## src/rtl/spi_csr_pkg.sv

```systemverilog
// Shared constants and types for the SPI-attached CSR block: register
// addresses, default ID value and the FSM state encoding.
package spi_csr_pkg;

  localparam logic [2:0] ADDR_ID      = 3'd0;
  localparam logic [2:0] ADDR_STATUS  = 3'd1;
  localparam logic [2:0] ADDR_CTRL    = 3'd2;
  localparam logic [2:0] ADDR_MODE    = 3'd3;
  localparam logic [2:0] ADDR_SCRATCH = 3'd4;

  localparam logic [7:0] ID_DEFAULT = 8'hC5;

  typedef logic [1:0] state_t;
  localparam state_t ST_IDLE = 2'd0;
  localparam state_t ST_CMD  = 2'd1;
  localparam state_t ST_DATA = 2'd2;

endpackage

```

## src/rtl/spi_csr_if.sv

```systemverilog
// SPI bus bundle: the master drives chip select, clock and MOSI, the
// slave (spi_csr) drives MISO.
interface spi_csr_if;
  logic spi_cs;
  logic spi_sck;
  logic spi_mosi;
  logic spi_miso;

  modport master (output spi_cs, output spi_sck, output spi_mosi, input spi_miso);
  modport slave  (input spi_cs, input spi_sck, input spi_mosi, output spi_miso);
endinterface

```

## src/rtl/dff_sync.sv

```systemverilog
// Multi-flop synchronizer cell for a single asynchronous input bit.
module dff_sync #(
  parameter int   STAGES  = 2,
  parameter logic RST_VAL = 1'b0
) (
  input  logic clk,
  input  logic rst,
  input  logic d_i,
  output logic q_o
);

  logic [STAGES-1:0] sync_q;

  // Shift the asynchronous input through the flop chain.
  always_ff @(posedge clk or posedge rst) begin
    if (rst) begin
      sync_q <= {STAGES{RST_VAL}};
    end else begin
      sync_q <= {sync_q[STAGES-2:0], d_i};
    end
  end

  assign q_o = sync_q[STAGES-1];

endmodule

```

## src/rtl/spi_csr.sv

```systemverilog
// SPI mode-0 slave giving access to a small CSR file (ID, STATUS, CTRL,
// MODE, SCRATCH). All SPI pins are synchronized into clk; SCK edges are
// detected in the clk domain.
// Optional feature macro: SPI_CSR_AUTOINC_EN -- when defined the address
// advances modulo 8 after every completed data byte of a frame.
module spi_csr
  import spi_csr_pkg::*;
#(
  parameter logic [7:0] ID_VALUE    = ID_DEFAULT,
  parameter int         SYNC_STAGES = 2
) (
  input  logic       clk,
  input  logic       rst,
  spi_csr_if.slave   spi,
  input  logic [7:0] status,
  output logic [7:0] csr_ctrl,
  output logic [7:0] csr_mode,
  output logic       csr_wr_strobe,
  output logic [2:0] csr_wr_addr
);

  // A single-flop "synchronizer" is not metastability-safe; clamp to 2.
  localparam int SYNC_N = (SYNC_STAGES < 2) ? 2 : SYNC_STAGES;

  logic cs_s, sck_s, mosi_s;

  // CS synchronizer resets low so that a CS already held low when reset
  // releases is not mistaken for a new falling edge.
  dff_sync #(.STAGES(SYNC_N), .RST_VAL(1'b0)) u_sync_cs (
    .clk(clk), .rst(rst), .d_i(spi.spi_cs), .q_o(cs_s)
  );
  dff_sync #(.STAGES(SYNC_N), .RST_VAL(1'b0)) u_sync_sck (
    .clk(clk), .rst(rst), .d_i(spi.spi_sck), .q_o(sck_s)
  );
  dff_sync #(.STAGES(SYNC_N), .RST_VAL(1'b0)) u_sync_mosi (
    .clk(clk), .rst(rst), .d_i(spi.spi_mosi), .q_o(mosi_s)
  );

  logic       cs_d_q, sck_d_q;
  state_t     state_q, state_d;
  logic [2:0] bit_cnt_q, bit_cnt_d;
  logic [7:0] rx_sr_q, rx_sr_d;
  logic [7:0] tx_sr_q, tx_sr_d;
  logic [2:0] addr_q, addr_d;
  logic       rd_q, rd_d;
  logic [7:0] ctrl_q, ctrl_d;
  logic [7:0] mode_q, mode_d;
  logic [7:0] scratch_q, scratch_d;
  logic [2:0] wr_addr_q, wr_addr_d;
  logic       wr_strobe_q, wr_strobe_d;
  logic       miso_q, miso_d;

  logic       sck_rise_s, sck_fall_s, cs_fall_s;
  logic [7:0] rx_shift_s;
  logic [2:0] addr_next_s;
  logic [2:0] rd_addr_s;
  logic [7:0] rd_mux_s;

  assign sck_rise_s = sck_s & ~sck_d_q;
  assign sck_fall_s = ~sck_s & sck_d_q;
  assign cs_fall_s  = ~cs_s & cs_d_q;
  assign rx_shift_s = {rx_sr_q[6:0], mosi_s};

`ifdef SPI_CSR_AUTOINC_EN
  assign addr_next_s = addr_q + 3'd1;
`else
  assign addr_next_s = addr_q;
`endif

  // The command byte selects the first read address; later bytes use the
  // frame address (advanced when auto-increment is enabled).
  assign rd_addr_s = (state_q == ST_CMD) ? rx_shift_s[2:0] : addr_next_s;

  // Register read multiplexer; STATUS is sampled live at capture time.
  always_comb begin
    rd_mux_s = 8'h00;
    case (rd_addr_s)
      ADDR_ID:      rd_mux_s = ID_VALUE;
      ADDR_STATUS:  rd_mux_s = status;
      ADDR_CTRL:    rd_mux_s = ctrl_q;
      ADDR_MODE:    rd_mux_s = mode_q;
      ADDR_SCRATCH: rd_mux_s = scratch_q;
      default:      rd_mux_s = 8'h00;
    endcase
  end

  // Frame FSM, shift registers and register-file next state.
  always_comb begin
    state_d     = state_q;
    bit_cnt_d   = bit_cnt_q;
    rx_sr_d     = rx_sr_q;
    tx_sr_d     = tx_sr_q;
    addr_d      = addr_q;
    rd_d        = rd_q;
    ctrl_d      = ctrl_q;
    mode_d      = mode_q;
    scratch_d   = scratch_q;
    wr_addr_d   = wr_addr_q;
    wr_strobe_d = 1'b0;
    if (cs_s) begin
      // Deselect aborts whatever is in flight; a partial byte is dropped.
      state_d   = ST_IDLE;
      bit_cnt_d = 3'd0;
      rx_sr_d   = 8'h00;
      tx_sr_d   = 8'h00;
      rd_d      = 1'b0;
    end else begin
      case (state_q)
        ST_IDLE: begin
          if (cs_fall_s) begin
            state_d   = ST_CMD;
            bit_cnt_d = 3'd0;
            rx_sr_d   = 8'h00;
            tx_sr_d   = 8'h00;
          end else begin
            state_d = ST_IDLE;
          end
        end
        ST_CMD: begin
          if (sck_rise_s) begin
            rx_sr_d   = rx_shift_s;
            bit_cnt_d = bit_cnt_q + 3'd1;
            if (bit_cnt_q == 3'd7) begin
              state_d = ST_DATA;
              rd_d    = rx_shift_s[7];
              addr_d  = rx_shift_s[2:0];
              if (rx_shift_s[7]) begin
                tx_sr_d = rd_mux_s;
              end else begin
                tx_sr_d = 8'h00;
              end
            end else begin
              state_d = ST_CMD;
            end
          end else begin
            state_d = ST_CMD;
          end
        end
        ST_DATA: begin
          if (sck_rise_s) begin
            rx_sr_d   = rx_shift_s;
            bit_cnt_d = bit_cnt_q + 3'd1;
            if (bit_cnt_q == 3'd7) begin
              addr_d = addr_next_s;
              if (rd_q) begin
                tx_sr_d = rd_mux_s;
              end else begin
                tx_sr_d     = 8'h00;
                wr_addr_d   = addr_q;
                wr_strobe_d = 1'b1;
                case (addr_q)
                  ADDR_CTRL:    ctrl_d    = rx_shift_s;
                  ADDR_MODE:    mode_d    = rx_shift_s;
                  ADDR_SCRATCH: scratch_d = rx_shift_s;
                  default:      ctrl_d    = ctrl_q;
                endcase
              end
            end else begin
              state_d = ST_DATA;
            end
          end else if (sck_fall_s && rd_q && (bit_cnt_q != 3'd0)) begin
            // The falling edge right after a byte boundary must keep the
            // freshly loaded MSB on the line for the master's next sample.
            tx_sr_d = {tx_sr_q[6:0], 1'b0};
          end else begin
            state_d = ST_DATA;
          end
        end
        default: begin
          state_d = ST_IDLE;
        end
      endcase
    end
    if ((state_d == ST_DATA) && rd_d) begin
      miso_d = tx_sr_d[7];
    end else begin
      miso_d = 1'b0;
    end
  end

  // State and register update with asynchronous reset.
  always_ff @(posedge clk or posedge rst) begin
    if (rst) begin
      cs_d_q      <= 1'b0;
      sck_d_q     <= 1'b0;
      state_q     <= ST_IDLE;
      bit_cnt_q   <= 3'd0;
      rx_sr_q     <= 8'h00;
      tx_sr_q     <= 8'h00;
      addr_q      <= 3'd0;
      rd_q        <= 1'b0;
      ctrl_q      <= 8'h00;
      mode_q      <= 8'h00;
      scratch_q   <= 8'h00;
      wr_addr_q   <= 3'd0;
      wr_strobe_q <= 1'b0;
      miso_q      <= 1'b0;
    end else begin
      cs_d_q      <= cs_s;
      sck_d_q     <= sck_s;
      state_q     <= state_d;
      bit_cnt_q   <= bit_cnt_d;
      rx_sr_q     <= rx_sr_d;
      tx_sr_q     <= tx_sr_d;
      addr_q      <= addr_d;
      rd_q        <= rd_d;
      ctrl_q      <= ctrl_d;
      mode_q      <= mode_d;
      scratch_q   <= scratch_d;
      wr_addr_q   <= wr_addr_d;
      wr_strobe_q <= wr_strobe_d;
      miso_q      <= miso_d;
    end
  end

  assign csr_ctrl      = ctrl_q;
  assign csr_mode      = mode_q;
  assign csr_wr_strobe = wr_strobe_q;
  assign csr_wr_addr   = wr_addr_q;
  assign spi.spi_miso  = miso_q;

endmodule

```

## src/flat_wrapper.sv

```systemverilog
// flat-port wrapper written by rule: the top's interface ports become plain ports
module spi_csr_flat import spi_csr_pkg::*;
#(
  parameter logic [7:0] ID_VALUE    = ID_DEFAULT,
  parameter int         SYNC_STAGES = 2
)
  (clk, rst, status, csr_ctrl, csr_mode, csr_wr_strobe, csr_wr_addr, spi_spi_cs, spi_spi_sck, spi_spi_mosi, spi_spi_miso);
  spi_csr_if spi_i ();
  input  logic clk;
  input  logic rst;
  input  logic [7:0] status;
  output logic [7:0] csr_ctrl;
  output logic [7:0] csr_mode;
  output logic csr_wr_strobe;
  output logic [2:0] csr_wr_addr;
  input wire logic [$bits(spi_i.spi_cs)-1:0] spi_spi_cs;
  input wire logic [$bits(spi_i.spi_sck)-1:0] spi_spi_sck;
  input wire logic [$bits(spi_i.spi_mosi)-1:0] spi_spi_mosi;
  output wire logic [$bits(spi_i.spi_miso)-1:0] spi_spi_miso;
  assign spi_i.spi_cs = spi_spi_cs;
  assign spi_i.spi_sck = spi_spi_sck;
  assign spi_i.spi_mosi = spi_spi_mosi;
  assign spi_spi_miso = spi_i.spi_miso;
  spi_csr #(.ID_VALUE(ID_VALUE), .SYNC_STAGES(SYNC_STAGES)) u_core (.clk(clk), .rst(rst), .spi(spi_i), .status(status), .csr_ctrl(csr_ctrl), .csr_mode(csr_mode), .csr_wr_strobe(csr_wr_strobe), .csr_wr_addr(csr_wr_addr));
endmodule
```

## config.mk

```make
export PLATFORM = sky130hd
export DESIGN_NAME = spi_csr_flat
export DESIGN_NICKNAME = d
export VERILOG_FILES = /design/src/rtl/spi_csr_pkg.sv /design/src/rtl/spi_csr_if.sv /design/src/rtl/dff_sync.sv /design/src/rtl/spi_csr.sv /design/src/flat_wrapper.sv
export SDC_FILE = /design/constraint.sdc
export NUM_CORES = 1
export LEC_CHECK = 0
export BUFFER_PORTS_ARGS = -buffer_cell sky130_fd_sc_hd__buf_2
export CORE_AREA = 2 2 81 83
export CTS_CLUSTER_DIAMETER = 30
export DETAILED_ROUTE_END_ITERATION = 10
export DIE_AREA = 0 0 83 85
export GPL_TIMING_DRIVEN = 0
export PLACE_DENSITY = 0.68
export SLEW_MARGIN = 20
export SYNTH_ARGS = -nofsm -noshare
export SYNTH_HDL_FRONTEND = slang
export SYNTH_SLANG_ARGS = --single-unit
export TNS_END_PERCENT = 30
```

## constraint.sdc

```tcl
create_clock -name clk -period 4.7 [get_ports clk]
set_clock_uncertainty 0.05 [all_clocks]
set_input_delay 0.705 -clock clk [delete_from_list [all_inputs] [get_ports clk]]
set_output_delay 0.705 -clock clk [all_outputs]
set_load 0.01 [all_outputs]
```

==> run metrics <==
CP cell instances=inv_1, ha_1, buf_2, mux2i_1, mux2_2, a221oi_1, nor3_1, a221o_1; Async S/R FF share, synth=100%; clk slew on worst S/H paths=0.07 ns; Synth Net Count=298; CP Data Required Time=4.86 ns; Worst Tran Pin Value=0.749 ns; Synth-to-Final Area Change=16.6%; global placement routability congestion=0.821; Sink Count=61; post-synth top area share=51.1%; Area contributors post-synth=dfrtp_1 51%, mux2_2 12%, nand2_1 6.0%, ha_1 3.4%, a21oi_1 3.0%; Final period util=61.3%; post-synthesis cell area=2990 µm²; Crit-path slowest cell=mux2i_1; port bufs=33; Final nets=343; ant diodes=0; dpl ws=1.86 ns; synth warn=0; Clock Power Share=45.1%; via count=2192; library cells used by synthesis=41; NetSw=0.245 mW; Initial Util=48.1%; drt wl/cell=15.8 µm; hpwl dp=4.51 mm; busiest layer in global routing=met2; Leak=1.66 nW; TritonCTS buffer count=9; Highest Clock Rate=0.347 GHz; WP buf/inv=2; Primary FF master, synth=dfrtp_1; Syn Inst Count=277; critical path launch point type=register; Hold WS=0.270 ns; Yosys top cell by area=dfrtp_1; min-delay worst type=in -> async; core area=6200 µm²; Setup-failing EPs final=0; die area=7060 µm²; sum of negative setup slack=0 ns; Pint=0.837 mW; vias in the first global route=2157; Pwr per Cell Area=311 nW/µm²; DIE WIDTH=83 µm; unrepaired setup endpoints after global routing=no; Max rail drop VDD=0.000247 V; CTS root buffer=clkbuf_8; Sw Share=22.6%; first-pass GRT wire length=10.9 mm; Hold Vio Cnt, Final=0; cts hold-fix bufs=0; syn_area_per_cell=10.8 µm²; Routed Antenna Nets=0; layout cells sized above 1=28.4%; final non-filler cell total=404; initial antenna violation count=0; post-CTS resize count=0; slowest stage delay, CP=0.64 ns; worst path arrival time=3.04 ns; postcts setup bufs=0; max cap viols=0; WL final=6.38 mm; Max FO, Critical Path=10; Inst Count DP=388; reg2reg setup slack=1.82 ns; worst skew pair latency=0.33 ns; sequential element share of the synthesized area=51.1%; status=completed; Comb power frac=5.5%; slew margin rel.=48.8%; first-pass iteration count of the detailed router=4; Tot Pwr=1.08 mW; crit-path leading delay family=multiplexers; met3 GRT Util=4.38%; crit path kind=reg -> reg; fraction of power consumed by sequential logic=49.4%; row cnt=29; Iter 0 DRT Violations=104; DRC viols=0; Post-synth EDFFs=0; #FFs+latches synth=61; Period minus WS final=2.88 ns; CTS Buffer Depth=2; pin count of the biggest net entering global routing=42; post-route setup slack=1.82 ns; met2 Resource Use GR=29.8%; GR Overflow Total=0; Via density=5.43; I/O pin count=34; Pins Over Slew Limit=0; CP endpoint kind=register; Total GRT Usage=19.7%; # H-tree levels=3; met1 GRT Util=28.6%; CTS tree=yes; Chip Height=85 µm
cell usage after synthesis, types with 3 or more instances:
cell type and n:
inv_1 15, mux2_2 33, o21ai_0 12, a22o_1 3, nor2b_1 3, dfrtp_1 61, o211ai_1 4, ha_1 8
nand3_1 3, nand2_1 48, o221ai_1 4, buf_2 5, nor2_1 9, mux2i_1 6, a21oi_1 18, clkbuf_1 8
logic make-up (layout without fill, tap and decap cells):
| kind of cell | after synthesis | in the layout | share of synthesized area (%) |
|---|---|---|---|
| adders and majority gates | 8 | 8 | 3.35 |
| AOI/OAI and AO/OA | 59 | 59 | 13.1 |
| buffers and inverters | 30 | 80 | 4.23 |
| and+or+nand+nor | 80 | 80 | 13.8 |
| DFF | 61 | 61 | 51.1 |
| muxes | 39 | 39 | 14.5 |
state kept, by name, summed over array words and instances, names as in the netlist:
register                   flops
u_core.csr_ctrl                8
u_core.csr_mode                8
u_core.scratch_q               8
u_core.tx_sr_q                 8
u_core.rx_sr_q                 7
u_core.addr_next_s             3
u_core.bit_cnt_q               3
u_core.csr_wr_addr             3
u_core.state_q                 2
u_core.u_sync_cs.sync_q        2
u_core.u_sync_mosi.sync_q      2
u_core.u_sync_sck.sync_q       2
u_core.cs_d_q                  1
u_core.csr_wr_strobe           1
u_core.rd_q                    1
u_core.sck_d_q                 1
u_core.spi.spi_miso            1
routing by layer:
metal,vias to the layer above,routed length (µm)
met5,-,0
met4,0,80
met3,7,270
met2,51,2900
met1,1072,3130
li1,1062,-
power by group through the flow:
stage | registers (mW) | logic, mW | clock network (mW)
2_1_floorplan | 0.543 | 0.0392 | 0
3_3_place_gp | 0.544 | 0.0566 | 0
3_5_place_dp | 0.544 | 0.0597 | 0
4_1_cts | 0.534 | 0.0601 | 0.496
5_1_grt | 0.535 | 0.0668 | 0.523
6_report | 0.534 | 0.0598 | 0.488
placed cells by master (no fill, tap or decap), drive strengths merged, types with 3 or more instances in the layout:
master / n
dfrtp: 61
nand2: 48
buf: 41
mux2: 33
clkbuf: 21
a21oi: 18
inv: 15
o21ai: 12
nor2: 9
ha: 8
mux2i: 6
o211ai: 4
o221ai: 4
nor2b: 3
a22o: 3
nand3: 3
nand3b: 3
through the flow:
step,utilization [%],instance area [µm²]
floorplan,-,2990
global placement,52.3,3250
detailed placement,52.7,3270
CTS,56.1,3480
global route,56.1,3480
finish,56.1,3480
path summary, 6_finish.rpt:
check | from | end | cells past startpoint
worst max register to register | u_core.state_q[1] | u_core.tx_sr_q[6] | 8
worst max-delay path | u_core.state_q[1] | u_core.tx_sr_q[6] | 8
max in group asynchronous | rst | u_core.tx_sr_q[6] | 3
min in group clk | u_core.u_sync_cs.sync_q[0] | u_core.u_sync_cs.sync_q[1] | 0
worst min-delay path | rst | u_core.addr_next_s[0] | 2
worst min register to register | u_core.u_sync_cs.sync_q[0] | u_core.u_sync_cs.sync_q[1] | 0
layout make-up:
type	instances	area [µm²]
flip-flops and latches	61	1530
repair buffers	34	185
well taps	77	96.3
plain buffers	15	70.1
fillers	554	2720
clock buffers	13	169
inverters	15	58.8
multi-input cells	186	1330
clock inverters	3	42.5
Note: power is estimated with default switching activity, not from simulation.
